==> src/rtl/logic_pipe_unit.sv <==
// Operand combiner (AND/OR/XOR/ADD) feeding a STAGES-deep valid/ready pipeline with a saturating delivery counter.
// Optional macro LOGIC_PIPE_PARITY_EN adds a per-stage parity bit; otherwise po_parity is tied low.
module logic_pipe_unit #(
    parameter int WIDTH  = 8,
    parameter int STAGES = 2,
    parameter int CNT_W  = 16
) (
    input  logic             clk,
    input  logic             rst,
    input  logic [WIDTH-1:0] pi_a,
    input  logic [WIDTH-1:0] pi_b,
    input  logic [1:0]       pi_op,
    input  logic             pi_valid,
    output logic             pi_ready,
    output logic [WIDTH-1:0] po_c,
    output logic             po_carry,
    output logic             po_parity,
    output logic             po_valid,
    input  logic             po_ready,
    output logic [CNT_W-1:0] po_cnt
);

    typedef enum logic [1:0] {
        OP_AND = 2'b00,
        OP_OR  = 2'b01,
        OP_XOR = 2'b10,
        OP_ADD = 2'b11
    } op_e;

    logic [WIDTH-1:0] r_data  [STAGES];
    logic             r_carry [STAGES];
    logic             r_valid [STAGES];
    logic [CNT_W-1:0] r_cnt;

    logic             w_en;
    logic [WIDTH:0]   w_sum;
    logic [WIDTH-1:0] w_res;
    logic             w_carry;

    // Global stall: the whole pipe freezes while the last stage holds an unaccepted beat.
    assign w_en     = ~r_valid[STAGES-1] | po_ready;
    assign pi_ready = w_en;
    assign w_sum    = {1'b0, pi_a} + {1'b0, pi_b};

    // NOTE: every variable gets a default before the case so no latch is inferred.
    always_comb begin
        w_res   = '0;
        w_carry = 1'b0;
        case (op_e'(pi_op))
            OP_AND: w_res = pi_a & pi_b;
            OP_OR:  w_res = pi_a | pi_b;
            OP_XOR: w_res = pi_a ^ pi_b;
            OP_ADD: begin
                w_res   = w_sum[WIDTH-1:0];
                w_carry = w_sum[WIDTH];
            end
            default: w_res = '0;
        endcase
    end

    // NOTE: sequential state uses non-blocking assignments so each stage samples its
    // predecessor's pre-edge value; data registers are reset too so outputs read 0 after reset.
    always_ff @(posedge clk) begin
        if (rst) begin
            for (int s = 0; s < STAGES; s++) begin
                r_data[s]  <= '0;
                r_carry[s] <= 1'b0;
                r_valid[s] <= 1'b0;
            end
        end else if (w_en) begin
            r_data[0]  <= w_res;
            r_carry[0] <= w_carry;
            r_valid[0] <= pi_valid;
            for (int s = 1; s < STAGES; s++) begin
                r_data[s]  <= r_data[s-1];
                r_carry[s] <= r_carry[s-1];
                r_valid[s] <= r_valid[s-1];
            end
        end
    end

`ifdef LOGIC_PIPE_PARITY_EN
    logic r_par [STAGES];

    always_ff @(posedge clk) begin
        if (rst) begin
            for (int s = 0; s < STAGES; s++) begin
                r_par[s] <= 1'b0;
            end
        end else if (w_en) begin
            r_par[0] <= ^w_res;
            for (int s = 1; s < STAGES; s++) begin
                r_par[s] <= r_par[s-1];
            end
        end
    end

    assign po_parity = r_par[STAGES-1];
`else
    assign po_parity = 1'b0;
`endif

    always_ff @(posedge clk) begin
        if (rst) begin
            r_cnt <= '0;
        end else if (r_valid[STAGES-1] && po_ready && (r_cnt != '1)) begin
            r_cnt <= r_cnt + CNT_W'(1);
        end
    end

    assign po_c     = r_data[STAGES-1];
    assign po_carry = r_carry[STAGES-1];
    assign po_valid = r_valid[STAGES-1];
    assign po_cnt   = r_cnt;

endmodule

==> config.mk <==
export PLATFORM = sky130hd
export DESIGN_NAME = logic_pipe_unit
export DESIGN_NICKNAME = d
export VERILOG_FILES = /design/src/rtl/logic_pipe_unit.sv
export SDC_FILE = /design/constraint.sdc
export NUM_CORES = 1
export LEC_CHECK = 0
export CAP_MARGIN = 20
export CORE_MARGIN = 4
export CORE_UTILIZATION = 46
export DETAILED_ROUTE_END_ITERATION = 10
export DONT_BUFFER_PORTS = 1
export PLACE_DENSITY_LB_ADDON = 0.3
export SLEW_MARGIN = 20
export SYNTH_ARGS = -nofsm -noshare
export SYNTH_HDL_FRONTEND = slang
export SYNTH_SLANG_ARGS = --single-unit
==> constraint.sdc <==
create_clock -name clk -period 4.97 [get_ports clk]
set_clock_uncertainty 0.15 [all_clocks]
set_input_delay 0.497 -clock clk [delete_from_list [all_inputs] [get_ports clk]]
set_output_delay 0.497 -clock clk [all_outputs]
set_load 0.02 [all_outputs]
==> metrics.txt, run 1 <==
initial antenna violation count 0; WL per Instance 12.85 um; area leader, netlist edfxtp_1; YS warnings 0; sequential-to-total area share from yosys stat between 40 and 50%; period utilisation layout a little over two fifths; Setup Buffers After CTS 0; asr flop ratio synth 0%; outcome complete, no violations; Data required, critical path 4940 ps; first-pass GRT wire length 6768 um; Synth cell types 41; final-report max-slew violation count 0; CTS Buf Count 5; CP Launch Type register; Critical Path Fanout Max 14; Setup WS post-layout roughly 2800 ps; Setup crit start r_valid[0][1]; DR vias 1557; clock sink total 36; peak supply drop 0.07837 mV; met3 Use GR 4.640%; Place WS 2740 ps; Area contributors post-synth edfxtp_1 (27%), dfxtp_1 (14%), ha_1 (9.5%), nor2_1 (4.9%), a21oi_1 (4.2%); Area Overhead vs Synth 2.567%; worst hold margin approximately 120 ps; Fillers around 470; worst path arrival time 2150 ps; num ports 50; GPL Wtd Cong 0.7458; #FFs+latches synth 36; Avg Cell Area, Syn 9.342 um^2; Final TNS setup 0 ps; Leak Pwr between 0.9 and 1 nW; Worst Hold Class in -> reg; TritonCTS clock tree built; Critical Path Sink Type register; RSZ-0062 raised after global routing no; ANT nets after route 0; Final min period 2182 ps; Placed Cells 291; post-CTS sizing 0; Mapped Nets 280; chip height 77.82 um; DRT Pass-1 Iters 4; number of global-route vias before repair about 1500; Antenna Cells 0; GRT busiest layer met2; Initial Util 47.47%; fin nets 271; CP Class reg -> reg; Clk pin slew, worst setup/hold paths 70 ps; HPWL after DPL 2974 um; hold path startpoint rst; Yosys top cell area share 26.79%; Synth Flop Type edfxtp_1; Total GRT Usage between 10 and 15%; IO buf count 0; DRC Markers 0; total wire length 3842 um; Max Fclk 0.4583 GHz; # rows 25; total power 600.6 uW; DIE AREA 0.006055 mm^2; root buf cell clkbuf_8; vias per std cell 5.207; Worst-Margin Slew 638.8 ps; GRT met2 Usage between 20% and 30%; DRT iter0 DRCs 64; max-cap check violation count 0; Power Dens Cells 261.1 mW/mm^2; layout cells sized above 1 4.741%; gr ovfl total 0; H-tree levels 2; Final Hold Violating Endpoints 0; core area 0.004723 mm^2; largest net degree at the start of global routing 21; hold_buf cts 0; Mapped Cells 240; relative slew slack a little under three fifths; Post-Syn Area 0.002242 mm^2; Setup violations, final 0; Post-synth EDFFs 20; Die Span X about 80 um; Clk Latency, worst-skew pair between 200 and 300 ps; worst r2r src r_valid[0][1]; GRT met1 Usage 17.39%; clk buf depth 2; final non-filler cell total around 300
-- metrics by stage --
stage / util [%] / area [um^2]
final: 48.69 / 2300
after global routing: 48.69 / 2300
after CTS: 48.69 / 2300
after detailed placement: 46.99 / 2220
after global placement: 46.99 / 2220
after floorplan: - / 2242
-- path summary, 6_finish.rpt --
check | to | slack (ps) | cells past startpoint
max reg2reg | r_data[0][7] | 2790 | 4
max | r_data[0][7] | 2790 | 4
min reg2reg | r_data[0][10] | 370 | 1
min | po_cnt[12] | 120 | 1
-- layer usage --
layer,vias to the layer above,wire [um]
met4,0,83
met5,-,0
met3,8,293
met1,706,1793
met2,39,1671
li1,804,-
-- flip-flops by register name (all words and copies together) (netlist names) --
signal and flops:
po_cnt 16, r_carry 2, r_data 16, r_valid 2
-- power by group --
part	total, mW	internal [mW]	switching [mW]
clock	0.190	0.0974	0.0923
sequential	0.347	0.332	0.0147
combinational	0.0643	0.0275	0.0368
-- cells in the final DEF, fill, tap and decap left out, types with 2 or more instances in the layout --
master | Yosys | routed
a211oi_1 | 8 | 8
a21oi_1 | 19 | 19
and2_1 | 13 | 13
clkbuf_1 | 5 | 2
clkbuf_8 | 0 | 5
dfxtp_1 | 16 | 16
edfxtp_1 | 20 | 20
ha_1 | 17 | 17
inv_1 | 18 | 18
nand2_1 | 10 | 10
nand2b_1 | 2 | 2
nand3_1 | 6 | 6
nand3b_1 | 2 | 2
nand4_1 | 8 | 8
nor2_1 | 29 | 29
nor2b_1 | 3 | 3
nor3_1 | 4 | 4
nor3b_1 | 2 | 2
o21ai_0 | 10 | 10
or3_1 | 4 | 4
xnor2_1 | 7 | 7
xor2_1 | 9 | 9
-- area by class of cell --
cell class	count	area [um^2]	area share, %
multi-input cells	170	1147	49.89
flip-flops and latches	36	920.9	40.04
well taps	67	83.83	3.645
clock buffers	7	76.32	3.319
inverters	18	67.56	2.938
clock inverters	1	3.754	0.1632
-- cell families after synthesis --
group	count (synthesis)	synth area share [%]
xor+xnor	16	6.250
simple gates	91	22.71
flops	36	41.07
other cells	1	0.1673
compound gates	44	11.66
fa+ha+maj	18	10.38
buf+inv	34	7.756
-- synth_stat cells, types with 2 or more instances --
| cell | number |
|---|---|
| edfxtp_1 | 20 |
| clkbuf_1 | 5 |
| nand3_1 | 6 |
| nand4_1 | 8 |
| nand3b_1 | 2 |
| nand2b_1 | 2 |
| buf_4 | 9 |
| nor3_1 | 4 |
| nor3b_1 | 2 |
| nor2b_1 | 3 |
| xor2_1 | 9 |
| xnor2_1 | 7 |
| a211oi_1 | 8 |
| o21ai_0 | 10 |
| nand2_1 | 10 |
| ha_1 | 17 |
| and2_1 | 13 |
| dfxtp_1 | 16 |
| nor2_1 | 29 |
| inv_1 | 18 |
| a21oi_1 | 19 |
| or3_1 | 4 |
-- critical path, stage by stage, from the launching register on --
cell,delay [ps]
edfxtp_1,540
nand2b_1,330
nor2b_1,580
o21ai_0,210
nor3b_1,210
No activity file was read; power rests on OpenSTA's default activity.
==> run 2: changes to the inputs <==
==> constraint.sdc (replaced) <==
create_clock -name clk -period 1.9 [get_ports clk]
set_clock_uncertainty 0.15 [all_clocks]
set_input_delay 0.19 -clock clk [delete_from_list [all_inputs] [get_ports clk]]
set_output_delay 0.19 -clock clk [all_outputs]
set_load 0.02 [all_outputs]
==> run 2 against run 1 <==
Net effect:
- clock power increased to 3.4 times the previous value
- non-clock buffer count increased by 25
- cell area increased by 10%
- cell count increased by 8.4%
- wire length increased by 7.8%
- worst hold slack got worse by 120 ps
==> metrics.txt, run 2 (synthesized netlist as in run 1, its figures left out) <==
Max Fclk 0.5683 GHz; Leak Pwr 1.082 nW; WL per Instance 12.78 um; Area Overhead vs Synth 12.89%; total wire length 4141 um; number of global-route vias before repair 1575; GPL Wtd Cong 0.7618; CTS Buf Count 5; num ports 50; gr ovfl total 0; chip height slightly below 80 um; CP Class reg -> reg; DRT iter0 DRCs 70; outcome complete, no violations; largest net degree at the start of global routing 21; HPWL after DPL 3134 um; clk buf depth 2; Data required, critical path 1970 ps; Power Dens Cells 684.8 mW/mm^2; initial antenna violation count 0; relative slew slack 62.21%; P_sw between 400 and 500 uW; Initial Util a little under half; max-cap check violation count 0; switching share of power 23.14%; DRC Markers 0; Critical Path Fanout Max 7; most common cell after layout, fill and taps aside nor2_1; ANT nets after route 0; layout cells sized above 1 14.40%; core area 0.004723 mm^2; Worst Hold Class in -> reg; Final min period 1760 ps; Setup WS post-layout 140.2 ps; Clk pwr share 36.9%; Logic pwr share 11.1%; TritonCTS clock tree built; Antenna Cells 0; Pint 1.332 mW; clock sink total 36; DRT Pass-1 Iters 4; Fillers 435; worst hold margin about 3.1 ps; period utilisation layout 92.62%; Critical Path Sink Type register; fin nets 296; CP Launch Type register; final-report max-slew violation count 0; # rows 25; Clk Latency, worst-skew pair 290 ps; IO buf count 0; root buf cell clkbuf_8; DR vias 1618; Setup violations, final 0; RSZ-0062 raised after global routing no; most frequent cells in the layout nor2_1 (29), buf_4 (22), edfxtp_1 (20); worst path arrival time ~1800 ps; DIE AREA just over 0.006 mm^2; peak supply drop 0.4211 mV; H-tree levels 2; vias per std cell 4.994; Clk pin slew, worst setup/hold paths 70 ps; Total GRT Usage 14.55%; first-pass GRT wire length 7079 um; Final Hold Violating Endpoints 0; Die Span X 77.82 um; sequential fraction of design power 52.0%; Place WS -29.72 ps; Worst-Margin Slew 565.0 ps
==> run 2: per-stage QoR <==
stage	util [%]	cell area (um^2)	TNS (ps)	power [mW]	cells
floorplan	-	2246	0	1.093	240
global placement	50.25	2374	0	1.097	311
detailed placement	50.25	2374	-29.72	1.099	311
CTS	53.14	2510	0	1.755	322
global route	53.59	2531	0	1.814	324
finish	53.59	2531	0	1.733	324
==> run 2: final timing paths <==
check / startpoint / to / slack (ps) / cells after the start
hold reg to reg: r_data[0][3] / r_data[0][11] / 360 / 1
hold / removal: pi_op[1] / r_data[0][0] / 3 / 2
setup reg to reg: po_cnt[0] / po_cnt[3] / 140 / 7
setup / recovery: po_cnt[0] / po_cnt[3] / 140 / 7
==> run 2: final cells by class <==
| class | count | area, um^2 | share of cell area (%) |
|---|---|---|---|
| flip-flops and latches | 36 | 922.1 | 36.43 |
| repair buffers | 25 | 195.2 | 7.711 |
| inverters | 18 | 67.56 | 2.669 |
| clock buffers | 5 | 68.82 | 2.719 |
| multi-input cells | 170 | 1156 | 45.67 |
| clock inverters | 3 | 37.54 | 1.483 |
| well taps | 67 | 83.83 | 3.312 |
==> run 2: per-layer routing <==
| metal | part of all wire [%] | vias up | wire length, um | global-route usage (%) |
|---|---|---|---|---|
| li1 | - | 859 | - | - |
| met1 | 49 | 719 | 2021 | 18.91 |
| met2 | 43 | 35 | 1781 | 21.75 |
| met3 | 6.2 | 5 | 258 | 3.944 |
| met4 | 1.9 | 0 | 80 | 8.007 |
| met5 | 0 | - | 0 | 0 |
==> run 2: timing repair <==
item                       in CTS  in global routing
resized for setup               0                  1
hold endpoints to repair       23                  0
hold buffers                    3                  0
buffers inserted                0                  2
setup endpoints to repair       0                  3
==> run 2: worst max-delay path, cell delays in order, from the launching register on <==
cell and delay [ps]:
dfxtp_2 320, ha_2 180, nand3_1 200, nor4_4 80, buf_4 170, buf_4 130
or3_1 340, a21oi_1 140
==> run 2: power by group through the flow <==
stage | Sequential (mW) | Combinational, mW | Clock (mW)
after floorplan | 0.897 | 0.196 | 0
after global placement | 0.919 | 0.178 | 0
after detailed placement | 0.919 | 0.179 | 0
after CTS | 0.902 | 0.192 | 0.661
after global routing | 0.905 | 0.220 | 0.689
final | 0.901 | 0.192 | 0.640
